File: src/rtl/ram_pkg.sv
// rtl/ram_pkg.sv - shared constants, flag-bit indices and clog2 helper for the RAM FIFO
package ram_pkg;

    localparam int DEFAULT_WIDTH  = 8;
    localparam int DEFAULT_DEPTH  = 8;
    localparam int DEFAULT_NUMBER = 3;

    localparam int FLAG_EMPTY = 0;
    localparam int FLAG_FULL  = 1;
    localparam int FLAG_AE    = 2;
    localparam int FLAG_AF    = 3;
    localparam int FLAG_OVF   = 4;
    localparam int FLAG_UNF   = 5;
    localparam int FLAG_W     = 6;

    function automatic int clog2(input int value);
        int result;
        result = 0;
        while ((1 << result) < value) begin
            result = result + 1;
        end
        return result;
    endfunction

endpackage

File: src/rtl/ram_dp_sync.sv
// rtl/ram_dp_sync.sv - simple dual-port RAM, one write port and one registered read port
module ram_dp_sync
    import ram_pkg::*;
#(
    parameter int WIDTH  = DEFAULT_WIDTH,
    parameter int DEPTH  = DEFAULT_DEPTH,
    parameter int NUMBER = DEFAULT_NUMBER
) (
    input  logic              clk,
    input  logic              reset,
    input  logic              wr_en,
    input  logic [NUMBER-1:0] wr_addr,
    input  logic [WIDTH-1:0]  wr_data,
    input  logic              rd_en,
    input  logic [NUMBER-1:0] rd_addr,
    output logic [WIDTH-1:0]  rd_data
);

    logic [WIDTH-1:0] mem [DEPTH];
    logic [WIDTH-1:0] rd_data_q;
    logic [WIDTH-1:0] rd_data_d;

    // The array itself is never reset; only the output register is.
    always_ff @(posedge clk) begin
        if (wr_en) begin
            mem[wr_addr] <= wr_data;
        end
    end

    // Reading the old word on a same-address write is what lets a full FIFO read and write together.
    always_comb begin
        rd_data_d = rd_data_q;
        if (rd_en) begin
            rd_data_d = mem[rd_addr];
        end
    end

    always_ff @(posedge clk) begin
        if (reset) begin
            rd_data_q <= '0;
        end else begin
            rd_data_q <= rd_data_d;
        end
    end

    assign rd_data = rd_data_q;

endmodule

File: src/rtl/ram_fifo_sync.sv
// rtl/ram_fifo_sync.sv - single-clock FIFO over ram_dp_sync with count, level and sticky error flags
module ram_fifo_sync
    import ram_pkg::*;
#(
    parameter int WIDTH  = DEFAULT_WIDTH,
    parameter int DEPTH  = DEFAULT_DEPTH,
    parameter int NUMBER = DEFAULT_NUMBER,
    parameter int AF_LVL = 6,
    parameter int AE_LVL = 2
) (
    input  logic              clk,
    input  logic              reset,
    input  logic              cs_n,
    input  logic              wr_en,
    input  logic              rd_en,
    input  logic [WIDTH-1:0]  data_in,
    output logic [WIDTH-1:0]  data_out,
    output logic              data_valid,
    output logic [NUMBER:0]   count,
    output logic              empty,
    output logic              full,
    output logic              almost_empty,
    output logic              almost_full,
    output logic              overflow,
    output logic              underflow
);

    generate
        if (DEPTH != (1 << NUMBER) || clog2(DEPTH) != NUMBER) begin : g_bad_depth
            $error("ram_fifo_sync: DEPTH must equal 2**NUMBER");
        end
    endgenerate

    localparam logic [NUMBER:0] FULL_CNT = (NUMBER + 1)'(DEPTH);
    localparam logic [NUMBER:0] AF_CNT   = (NUMBER + 1)'(AF_LVL);
    localparam logic [NUMBER:0] AE_CNT   = (NUMBER + 1)'(AE_LVL);
    localparam logic [NUMBER:0] CNT_ONE  = (NUMBER + 1)'(1);
    localparam logic [NUMBER-1:0] PTR_ONE = NUMBER'(1);

    logic [NUMBER-1:0] wr_ptr_q, wr_ptr_d;
    logic [NUMBER-1:0] rd_ptr_q, rd_ptr_d;
    logic [NUMBER:0]   count_q, count_d;
    logic [FLAG_W-1:0] flags_q, flags_d;
    logic              data_valid_q, data_valid_d;
    logic              req_ok, wr_acc, rd_acc;

    // Reset wins over any request in the same cycle, so it also blocks the RAM write.
    assign req_ok = !cs_n && !reset;
    assign rd_acc = req_ok && rd_en && !flags_q[FLAG_EMPTY];
    assign wr_acc = req_ok && wr_en && (!flags_q[FLAG_FULL] || rd_acc);

    always_comb begin
        wr_ptr_d     = wr_ptr_q;
        rd_ptr_d     = rd_ptr_q;
        count_d      = count_q;
        data_valid_d = rd_acc;
        if (wr_acc) begin
            wr_ptr_d = wr_ptr_q + PTR_ONE;
        end
        if (rd_acc) begin
            rd_ptr_d = rd_ptr_q + PTR_ONE;
        end
        case ({wr_acc, rd_acc})
            2'b10:   count_d = count_q + CNT_ONE;
            2'b01:   count_d = count_q - CNT_ONE;
            default: count_d = count_q;
        endcase
    end

    // Level flags follow next-state count so they line up with count every cycle.
    always_comb begin
        flags_d             = flags_q;
        flags_d[FLAG_EMPTY] = (count_d == '0);
        flags_d[FLAG_FULL]  = (count_d == FULL_CNT);
        flags_d[FLAG_AE]    = (count_d <= AE_CNT);
        flags_d[FLAG_AF]    = (count_d >= AF_CNT);
        flags_d[FLAG_OVF]   = flags_q[FLAG_OVF] | (req_ok & wr_en & !wr_acc);
        flags_d[FLAG_UNF]   = flags_q[FLAG_UNF] | (req_ok & rd_en & !rd_acc);
    end

    always_ff @(posedge clk) begin
        if (reset) begin
            wr_ptr_q            <= '0;
            rd_ptr_q            <= '0;
            count_q             <= '0;
            data_valid_q        <= 1'b0;
            flags_q             <= '0;
            flags_q[FLAG_EMPTY] <= 1'b1;
            flags_q[FLAG_AE]    <= 1'b1;
        end else begin
            wr_ptr_q     <= wr_ptr_d;
            rd_ptr_q     <= rd_ptr_d;
            count_q      <= count_d;
            data_valid_q <= data_valid_d;
            flags_q      <= flags_d;
        end
    end

    ram_dp_sync #(
        .WIDTH  (WIDTH),
        .DEPTH  (DEPTH),
        .NUMBER (NUMBER)
    ) u_ram (
        .clk     (clk),
        .reset   (reset),
        .wr_en   (wr_acc),
        .wr_addr (wr_ptr_q),
        .wr_data (data_in),
        .rd_en   (rd_acc),
        .rd_addr (rd_ptr_q),
        .rd_data (data_out)
    );

    assign data_valid   = data_valid_q;
    assign count        = count_q;
    assign empty        = flags_q[FLAG_EMPTY];
    assign full         = flags_q[FLAG_FULL];
    assign almost_empty = flags_q[FLAG_AE];
    assign almost_full  = flags_q[FLAG_AF];
    assign overflow     = flags_q[FLAG_OVF];
    assign underflow    = flags_q[FLAG_UNF];

endmodule

File: config.mk
export PLATFORM = sky130hd
export DESIGN_NAME = ram_fifo_sync
export DESIGN_NICKNAME = d
export VERILOG_FILES = /design/src/rtl/ram_pkg.sv /design/src/rtl/ram_dp_sync.sv /design/src/rtl/ram_fifo_sync.sv
export SDC_FILE = /design/constraint.sdc
export NUM_CORES = 1
export LEC_CHECK = 0
export CAP_MARGIN = 20
export CORE_ASPECT_RATIO = 0.6
export CORE_MARGIN = 2
export CORE_UTILIZATION = 50
export DETAILED_ROUTE_END_ITERATION = 6
export GPL_ROUTABILITY_DRIVEN = 0
export HOLD_SLACK_MARGIN = 0.15
export PLACE_DENSITY_LB_ADDON = 0.25
export SLEW_MARGIN = 20
export SYNTH_ARGS = -nofsm -noshare
export SYNTH_HDL_FRONTEND = slang
export SYNTH_SLANG_ARGS = --single-unit
File: constraint.sdc
create_clock -name clk -period 4.05 [get_ports clk]
set_clock_uncertainty 0.05 [all_clocks]
set_input_delay 0.81 -clock clk [delete_from_list [all_inputs] [get_ports clk]]
set_output_delay 0.81 -clock clk [all_outputs]
set_load 0.02 [all_outputs]
Word-level counts from Yosys, hierarchy flattened
Memory sizes are Yosys's and may differ from the RTL's. A register that Yosys moved wholly into a read port is not among the register bits.
Index checks and enable logic that the tools add are counted.
{"block": "op_classes", "addsub": 4, "magnitude_cmp": 2, "eq_ne": 3, "muxes": 3, "bitwise": 6, "reduce_logical": 13}
{"operator": "4-bit one-hot mux with 2 select lines", "count": 1}
{"operator": "3-bit by 1-bit adder with 3-bit output (second input constant)", "count": 2}
{"operator": "1-bit logical NOT", "count": 6}
{"operator": "1-bit logical AND", "count": 5}
{"operator": "4-bit by 1-bit adder with 4-bit output (second input constant)", "count": 1}
{"operator": "1-bit bitwise AND", "count": 4}
{"operator": "4-bit == test (second input constant)", "count": 1}
{"operator": "4-bit by 3-bit >= comparator with 1-bit output (second input constant)", "count": 1}
{"operator": "4-bit by 2-bit <= comparator with 1-bit output (second input constant)", "count": 1}
{"operator": "4-bit logical NOT", "count": 1}
{"operator": "4-bit by 1-bit subtractor with 4-bit output (second input constant)", "count": 1}
{"operator": "2-bit by 1-bit == test with 1-bit output (second input constant)", "count": 1}
{"operator": "2-bit == test (second input constant)", "count": 1}
{"operator": "1-bit two-way mux", "count": 2}
{"operator": "1-bit bitwise OR", "count": 2}
{"operator": "1-bit logical OR", "count": 1}
{"block": "totals", "ff_bits": 17, "ramBits": 64, "input_bits": 13, "output_inout_bits": 19, "word_cells": 37, "mem_count": 1}
{"memory": "u_ram.mem", "depth": 8, "word_bits": 8, "read_ports": 1, "rd_clocked_by_memory_dff": 1, "write_ports": 1, "line_no": "ram_dp_sync.sv:19", "text": "logic [WIDTH-1:0] mem [DEPTH];"}

Logic depth before layout (Yosys ltp)
{"block": "depth", "word_depth": 9, "depth_mapped": 11, "mapped_depth_nobuf": 11}

Hierarchy
A second synthesis with hierarchy kept.
{"block": "unflattened", "hier_cells": 247, "area_unflattened_um2": 3631.0}
{"mod": "ram_dp_sync", "instances": 1, "cells_per_inst": 162, "area_per_inst_um2": 2812.7, "seq_area_each_um2": 2082.0}
{"mod": "ram_fifo_sync", "instances": 1, "cells_per_inst": 85, "area_per_inst_um2": 818.3, "seq_area_each_um2": 340.3}

Worst setup path before layout
OpenSTA, ideal clock, no wires.
{"block": "synth_timing", "path_type": "input to register", "startpoint": "input rd_en", "endpoint": "register flags_q[1]", "setup_time_ns": 0.073, "t_arrival_ns": 2.909, "required_ns": 3.927, "path_slack_ns": 1.018, "stages": 11, "n_path_buf": 0, "path_cell_list": "nand2b_4 a2111oi_4 inv_2 ha_1 xor2_1 ha_1 a21oi_1 mux2i_1 xor2_1 o21a_1 nor3b_2"}
{"block": "synth_between", "elab_chain_cells": 7, "elab_cells_between_ends": 8, "cone_classes": "eq/ne: 3; mux: 1; reduce/logical: 4"}
{"item": "start, declared", "line_no": "ram_fifo_sync.sv:15", "text": "input logic rd_en,"}
{"item": "1-bit logical AND * (2 in series)", "line_no": "ram_fifo_sync.sv:49", "text": "assign rd_acc = req_ok && rd_en && !flags_q[FLAG_EMPTY];"}
{"item": "1-bit logical OR", "line_no": "ram_fifo_sync.sv:50", "text": "assign wr_acc = req_ok && wr_en && (!flags_q[FLAG_FULL] || rd_acc);"}
{"item": "1-bit logical AND", "line_no": "ram_fifo_sync.sv:50"}
{"item": "2-bit by 1-bit == test with 1-bit output or 2-bit == test (tied branches)", "line_no": "ram_fifo_sync.sv:63", "text": "case ({wr_acc, rd_acc})"}
{"item": "4-bit one-hot mux with 2 select lines *", "line_no": "ram_fifo_sync.sv:63"}
{"item": "4-bit == test *", "line_no": "ram_fifo_sync.sv:74", "text": "flags_d[FLAG_FULL] = (count_d == FULL_CNT);"}
{"item": "end signal, assigned", "line_no": "ram_fifo_sync.sv:95", "text": "flags_q <= flags_d;"}
{"item": "end, declared", "line_no": "ram_fifo_sync.sv:43", "text": "logic [FLAG_W-1:0] flags_q, flags_d;"}
Every way passes the cells marked *; elsewhere a longest branch is shown, timed or not.
A chain may end at the register's enable or synchronous reset.

Worst setup path after layout
Ends and elaborated chain as after synthesis.

==> reports/metrics.yaml <==
status:
  outcome: "completed"
global_routing:
  track_usage_pct: 18.4
  grt_pass1_wl_um: 10300
  grt_max_degree: 22
  globalRouteOverflowTotal: 0
  grt_pass1_vias: 1797
  antenna_found_initial: 0
setup_path:
  crit_fanout: 4
  r2r_slack_ns: 1.34
  crit_arrival_ns: 3.53
  cp-end-kind: "flop"
  crit_required_ns: 4.27
  critical_path_class: "primary input to flop"
  critPathLaunchType: "primary input"
worst_hold_path:
  hold_path_class: "flop to flop"
clock_tree:
  cts_max_path_buffers: 2
  htree_levels: 3
  cts_tree: "done"
  post_cts_buffers: 0
  holdBufCountCts: 0
  root_buffer: "clkbuf_16"
  cts_resized: 0
  cts.sinks: 89
  numCtsBuffers: 9
  clkLatencyLatePin_ns: 0.34
  path_clk_slew_ns: 0.06
die:
  die_y_um: 69.2
  start_util_pct: 52.4
  ios: 32
  die_x_um: 113
  num_rows: 23
  core-area_mm2: 0.00676
  die-area_mm2: 0.00780
yosys:
  yosysWarnings: 0
  netlist_area_mm2: 0.00354
  synthFlopType: "edfxtp_1"
  synth_nets: 236
  synth_most_common_cell: "edfxtp_1"
  seq_area_frac_synth_pct: 68.4
  avgSynthCellArea_um2: 16.2
  synth_edf_count: 64
  yosysTopAreaCell: "edfxtp_1"
  synth_top_area_share_pct: 54.3
  synth_seq_cells: 89
  synth_cell_types: 37
  synth.area.top_cells: "edfxtp_1 54%, dfxtp_1 14%, mux4_2 10%"
  synth_common_cells: "64 x edfxtp_1, 25 x dfxtp_1, 24 x nor2_1"
  synthCells: 218
  async_reset_ff_share_pct: 0
timing:
  worst_slack_ns: 0.744
  worst_pin_slew_ns: 0.863
  rsz0062_at_grt: "false"
  fmax_mhz: 303
  setup_viol: 0
  layout_min_cycle_time_ns: 3.31
  setup_tns_ns: 0
  hold_viol: 0
  drv_slew: 0
  min_period_over_period_pct: 81.6
  worst_slew_margin_rel_pct: 42.4
route:
  wl_met3_um: 468
  wl_met1_um: 3150
  dr.pass1.iters: 4
  wl_um: 6410
  drc: 0
  avgViaCountPerCell: 5.47
  drt_iter0_drc: 139
  wire_per_inst_um: 18.3
  wl_met2_um: 2680
  highest_layer: "met4"
  vias: 1920
  ant_nets: 0
finish:
  area.growth.synth_to_final_pct: 21.8
  fill_cells: 497
  fin_nets: 277
  final_core_util_pct: 63.8
  drive_gt1_share_pct: 20.8
  n_antenna_cell: 0
place:
  io_buffers: 31
  place_ws_ns: 0.427
  dp_hpwl_um: 4090
power_and_ir_drop:
  peakVddDrop_uv: 321
  power_density_mw_per_mm2: 451
  p_leak_uw: 0.00142
job:
  cap_violations: 0
registers in the layout, summed over array words and instances (netlist names):
register       count
rd_ptr_q           3
u_ram.rd_data      8
data_valid         1
u_ram.mem         64
count              4
wr_ptr_q           3
flags_q            6
where the power goes:
| group | total, µW | switching, µW | leakage [µW] | internal (µW) |
|---|---|---|---|---|
| logic | 79.4 | 40.2 | 0.000480 | 39.2 |
| registers | 993 | 9.26 | 0.000779 | 984 |
| clock network | 873 | 339 | 0.000157 | 534 |
| total | 1950 | 388 | 0.00142 | 1560 |
metrics by stage:
stage | total power (µW) | hold WS [ns] | instance area (µm²) | std cells
6_report | 1950 | 0.423 | 4320 | 351
5_1_grt | 2000 | 0.473 | 4320 | 351
4_1_cts | 1960 | 0.436 | 4310 | 351
3_5_place_dp | 1090 | 0.408 | 3990 | 335
3_3_place_gp | 1090 | 0.402 | 3990 | 335
2_1_floorplan | 1050 | 0.461 | 3540 | 218
worst max-delay path, cell delays in order:
cell	delay [ns]
clkdlybuf4s50_1	0.52
nand2b_4	0.09
a2111oi_4	0.39
inv_2	0.09
ha_1	0.25
xor2_1	0.18
ha_1	0.19
a21oi_1	0.16
mux2i_1	0.23
xor2_1	0.29
o21a_1	0.21
nor3b_2	0.15
logic make-up (layout without fill, tap and decap cells):
logic type | count (synthesis) | in the layout | synth area share [%]
flops | 89 | 89 | 68.4
simple gates | 52 | 52 | 7.81
mux | 27 | 27 | 13.3
compound gates | 19 | 19 | 4.27
buf+inv | 18 | 64 | 2.51
xor+xnor | 8 | 8 | 1.98
fa+ha+maj | 5 | 5 | 1.77
cell type report:
cell class / instances / area, µm² / share of cell area [%]
repair buffers: 44 / 408 / 9.45
flip-flops and latches: 89 / 2420 / 56.2
well taps: 87 / 109 / 2.52
clock inverters: 5 / 60.1 / 1.39
clock buffers: 11 / 264 / 6.12
multi-input cells: 111 / 1040 / 24.0
inverters: 4 / 15.0 / 0.348
layer usage:
layer / vias to the layer above / global-route usage, %
li1: 905 / -
met1: 942 / 27.6
met2: 64 / 23.6
met3: 9 / 7.26
met4: 0 / 8.27
met5: - / 0
worst paths after layout:
check             startpoint    endpoint  depth (start not counted)
setup / recovery       rd_en  flags_q[1]                         12
hold / removal    flags_q[5]  flags_q[5]                          2
setup reg to reg  flags_q[0]  flags_q[1]                         11
hold reg to reg   flags_q[5]  flags_q[5]                          2
cells in the final DEF (no fill, tap or decap), types with 2 or more instances in the layout:
| master | n |
|---|---|
| nor3b_1 | 4 |
| nand2_1 | 7 |
| mux4_2 | 16 |
| ha_1 | 5 |
| dfxtp_1 | 24 |
| xnor2_1 | 2 |
| clkbuf_16 | 10 |
| a21oi_1 | 3 |
| o21ai_0 | 2 |
| xor2_1 | 6 |
| mux2i_1 | 11 |
| buf_4 | 13 |
| inv_1 | 3 |
| nor3b_2 | 3 |
| a211oi_1 | 8 |
| clkdlybuf4s50_1 | 31 |
| edfxtp_1 | 64 |
| nor2_1 | 24 |
| nor3_1 | 5 |
Note: power is estimated with default switching activity, not from simulation.
